--- src/rtl/gc_wptr_ctrl.sv ---
// Write-side pointer controller for a Gray-coded CDC FIFO: handshake, binary/Gray
// write pointer, read-pointer synchroniser, full/level derivation and flush drain.
//
// state | meaning
// RUN   | accepting writes whenever not full
// DRAIN | writes stalled until the synchronised read pointer catches up
module gc_wptr_ctrl #(
    parameter int AW   = 8,
    parameter int SYNC = 2
) (
    input  logic          clk,
    input  logic          rstn,
    input  logic          flush,
    input  logic          wr_valid,
    output logic          wr_ready,
    output logic          wr_en,
    output logic [AW-2:0] wr_addr,
    output logic [AW-1:0] wptr_gc,
    input  logic [AW-1:0] rptr_gc_async,
    output logic          full,
    output logic [AW-1:0] level,
    output logic          flush_busy
);

    typedef enum logic {
        RUN   = 1'b0,
        DRAIN = 1'b1
    } state_t;

    state_t        state;
    logic [AW-1:0] wbin;
    logic [AW-1:0] wbin_nxt;
    logic [AW-1:0] rsync;
    logic [AW-1:0] rbin_sync;
    logic [AW-1:0] sync_q [SYNC];
    logic          accept;

    assign rsync = sync_q[SYNC-1];

    always_comb begin
        rbin_sync = '0;
        for (int i = 0; i < AW; i++) begin
            rbin_sync[i] = ^(rsync >> i);
        end
    end

    assign full       = (wptr_gc == {~rsync[AW-1:AW-2], rsync[AW-3:0]});
    assign level      = wbin - rbin_sync;
    assign wr_ready   = (state == RUN) && !full;
    assign accept     = wr_valid && wr_ready;
    // Gated by reset so no strobe reaches the RAM while the block is held in reset.
    assign wr_en      = accept && rstn;
    assign wr_addr    = wbin[AW-2:0];
    assign flush_busy = (state == DRAIN);
    assign wbin_nxt   = wbin + AW'(1);

    always_ff @(posedge clk or negedge rstn) begin
        if (!rstn) begin
            for (int i = 0; i < SYNC; i++) begin
                sync_q[i] <= '0;
            end
        end else begin
            sync_q[0] <= rptr_gc_async;
            for (int i = 1; i < SYNC; i++) begin
                sync_q[i] <= sync_q[i-1];
            end
        end
    end

    always_ff @(posedge clk or negedge rstn) begin
        if (!rstn) begin
            wbin    <= '0;
            wptr_gc <= '0;
            state   <= RUN;
        end else begin
            if (accept) begin
                wbin    <= wbin_nxt;
                wptr_gc <= wbin_nxt ^ (wbin_nxt >> 1);
            end
            case (state)
                RUN:     if (flush) state <= DRAIN;
                DRAIN:   if (rsync == wptr_gc) state <= RUN;
                default: state <= RUN;
            endcase
        end
    end

endmodule
--- config.mk ---
export PLATFORM = sky130hd
export DESIGN_NAME = gc_wptr_ctrl
export DESIGN_NICKNAME = d
export VERILOG_FILES = /design/src/rtl/gc_wptr_ctrl.sv
export SDC_FILE = /design/constraint.sdc
export NUM_CORES = 1
export LEC_CHECK = 0
export ABC_AREA = 1
export BUFFER_PORTS_ARGS = -buffer_cell sky130_fd_sc_hd__buf_2
export CORE_MARGIN = 1
export CORE_UTILIZATION = 45
export DETAILED_ROUTE_END_ITERATION = 8
export PLACE_DENSITY = 0.68
export SYNTH_ARGS = -nofsm -noshare
export SYNTH_HDL_FRONTEND = slang
export SYNTH_SLANG_ARGS = --single-unit
--- constraint.sdc ---
create_clock -name clk -period 3.3 [get_ports clk]
set_input_delay 0.495 -clock clk [delete_from_list [all_inputs] [get_ports clk]]
set_output_delay 0.495 -clock clk [all_outputs]
set_load 0.03 [all_outputs]
==> metrics.md <==
| Metric | Value |
|---|---|
| Post-DR vias/cell | 4.67 |
| R2R setup slack | 1.55 ns |
| Final WL | 3470 um |
| Largest family of logic cells by synthesized area | simple AND/OR/NAND/NOR gates |
| Fin crit period | 3.18 ns |
| Post-synth top area share | 0.442 |
| Via count | 1442 |
| # diodes | 0 |
| Post-Syn Area per Cell | 8.54 um^2 |
| Largest net degree at the start of global routing | 34 |
| Layout cells sized above 1 | 0.287 |
| Final period util | 0.965 |
| Most common cell in the netlist | nand2_1 |
| Ys flop type | dfrtp_1 |
| HP Class | in -> async |
| Synthesized cell area | 1810 um^2 |
| Worst Path Arrival | 2.69 ns |
| Non-Filler Instances | 309 |
| Worst Tran Pin Value | 0.405 ns |
| Seq/Total Area, Yosys | 0.442 |
| Drt first pass iters | 4 |
| # DRC | 0 |
| Fin. Hold Viols | 0 |
| Worst-Skew Late Latency | 0.28 ns |
| Vias in the first global route | 1413 |
| Die Width | 65.4 um |
| Simple-Gate Fraction of Synth Area | 0.223 |
| Max-cap violations | 0 |
| Post-Synth XOR/XNOR Area | 0.149 |
| Boundary pin count | 39 |
| Post-route cell area | 2230 um^2 |
| Worst IR Drop VDD | 391 uV |
| Routed Antenna Nets | 0 |
| Num rows | 22 |
| Worst Path Required | 2.80 ns |
| Clock slew at reported path FFs | 0.06 ns |
| Startpoint Class | flip-flop |
| Pleak | 1.19 nW |
| Relative slew slack | 0.730 |
| Yosys warning total | 0 |
| Synth Area in Compound Gates | 0.0594 |
| Crit-path max FO | 3 |
| First-pass GRT wire length | 5960 um |
| DR iter-0 viols | 58 |
| Starting Density | 0.480 |
| Gpl congestion | 0.736 |
| Status | complete, no violations |
| CTS tree | yes |
| Synth top cells by count | nand2_1, dfrtp_1, inv_1, xor2_1, xnor2_1 |
| Setup TNS | 0 ns |
| CTS Buffer Depth | 2 |
| Total GRT Usage | 0.189 |
| Post-synth EDFFs | 0 |
| RSZ-0062 raised after global routing | true |
| Placed Area | 2040 um^2 |
| Final layout net count | 279 |
| Clock Sinks | 32 |
| Adder and majority gate portion of the synthesized area | 0.0525 |
| CTS Buf Count | 5 |
| Synth area leaders | dfrtp_1, nand2_1, xor2_1, inv_1, xnor2_1 |
| Yosys cell types | 26 |
| Power Dens Cells | 766 nW/um^2 |
| DP HPWL | 2600 um |
| WL per Instance | 11.2 um |
| Cts-stage hold buffer count | 0 |
| Synth Register Bits | 32 |
| Clk root buf | clkbuf_8 |
| Die area | 4280 um^2 |
| Synthesized instance count | 212 |
| Async SR Flop Fraction | 1.00 |
| Worst setup path class | reg -> out |
| H-tree depth | 2 |
| Placed insts | 296 |
| I/O Buffers | 38 |
| Crit path capture type | output pin |
| Die Y | 65.4 um |
| Area leader, netlist | dfrtp_1 |
| Initial antenna violation count | 0 |
| F_max | 314 MHz |
| Slew Limit Fails | 0 |
| Area Overhead vs Synth | 23.2% |
| Synthesized net count | 231 |
| Clock Skew | 0.00344 ns |
| Core Footprint | 3770 um^2 |
| Total grt overflow | 0 |
| Share of synthesized area spent on multiplexers | 0 |
| # setup viols final | 0 |
## report_power, final
part / internal, mW / switching, mW / leakage, nW
clock network: 0.224 / 0.138 / 0.0552
registers: 0.445 / 0.0666 / 0.391
logic: 0.289 / 0.545 / 0.740
total: 0.958 / 0.750 / 1.19
## stage by stage
| stage | hold WS, ns | total power [mW] | util | worst slack, ns |
|---|---|---|---|---|
| final | 0.215 | 1.71 | 0.592 | 0.116 |
| after floorplan | 0.199 | 1.11 | - | 0.385 |
| after detailed placement | 0.336 | 1.31 | 0.541 | 0.163 |
| after global routing | 0.264 | 1.82 | 0.592 | -0.121 |
| after global placement | 0.332 | 1.30 | 0.541 | 0.258 |
| after CTS | 0.242 | 1.69 | 0.578 | 0.0247 |
## sequential cells by signal, indices dropped and copies added, names as in the netlist
name / flops
sync_q: 8
wbin: 8
flush_busy: 1
wptr_gc: 7
rsync: 8
## layout make-up
class / instances / area, um^2
flip-flops and latches: 32 / 802
multi-input cells: 149 / 915
clock buffers: 6 / 72.6
inverters: 28 / 105
well taps: 48 / 60.1
clock inverters: 2 / 35.0
repair buffers: 44 / 241
fillers: 330 / 1540
## critical path, stage by stage (launching register included)
cell and delay (ns):
dfrtp_1 0.45, xor2_2 0.22, buf_4 0.15, xor2_2 0.15, xor2_1 0.16, ha_2 0.21
fa_2 0.37, o21a_1 0.20, o21ai_1 0.12, nand2_1 0.08, nand2_1 0.06, nand2_1 0.04
nand2_1 0.07, buf_6 0.13
## cells by family (layout without fill, tap and decap cells)
family                     after synthesis  count (layout)
and+or+nand+nor                         94              94
DFF                                     32              32
buffers and inverters                   31              80
xor gates and xnor gates                30              30
AOI/OAI and AO/OA                       18              18
adders and majority gates                7               7
## metal layers
layer	wire, um	up-vias	part of all wire	global-route usage
met5	0	-	0	0
met4	58	0	0.017	0.0870
met3	152	5	0.044	0.0556
met2	1630	39	0.47	0.298
met1	1630	659	0.47	0.237
li1	-	739	-	-
## layout by cell type (no fill, tap or decap), types with 2 or more instances in the layout
| master | count |
|---|---|
| o21ai_2 | 2 |
| o21ai_1 | 7 |
| inv_2 | 5 |
| buf_4 | 6 |
| nand3_2 | 2 |
| xor2_1 | 17 |
| ha_1 | 5 |
| nand2_1 | 70 |
| o21ai_0 | 4 |
| dfrtp_1 | 31 |
| xnor2_1 | 9 |
| inv_1 | 23 |
| buf_2 | 37 |
| nand3_1 | 5 |
| xor2_2 | 4 |
| nor2_1 | 8 |
| clkbuf_8 | 5 |
| a21oi_1 | 2 |
| nand2_2 | 5 |
## final timing paths
check / start / end / cells after the start
setup / recovery: rsync[3] / level[6] / 13
max in group asynchronous: rstn / rsync[4] / 2
hold / removal: rstn / wptr_gc[1] / 2
hold reg to reg: sync_q[8] / rsync[0] / 0
setup reg to reg: rsync[3] / wptr_gc[6] / 8
min in group clk: rptr_gc_async[2] / sync_q[10] / 1
## timing repair
action,in CTS,in global routing
gates resized for setup,5,10
buffers inserted,1,4
pin swaps,2,7
endpoints found under the setup margin,2,3
No activity file was read; power rests on OpenSTA's default activity.
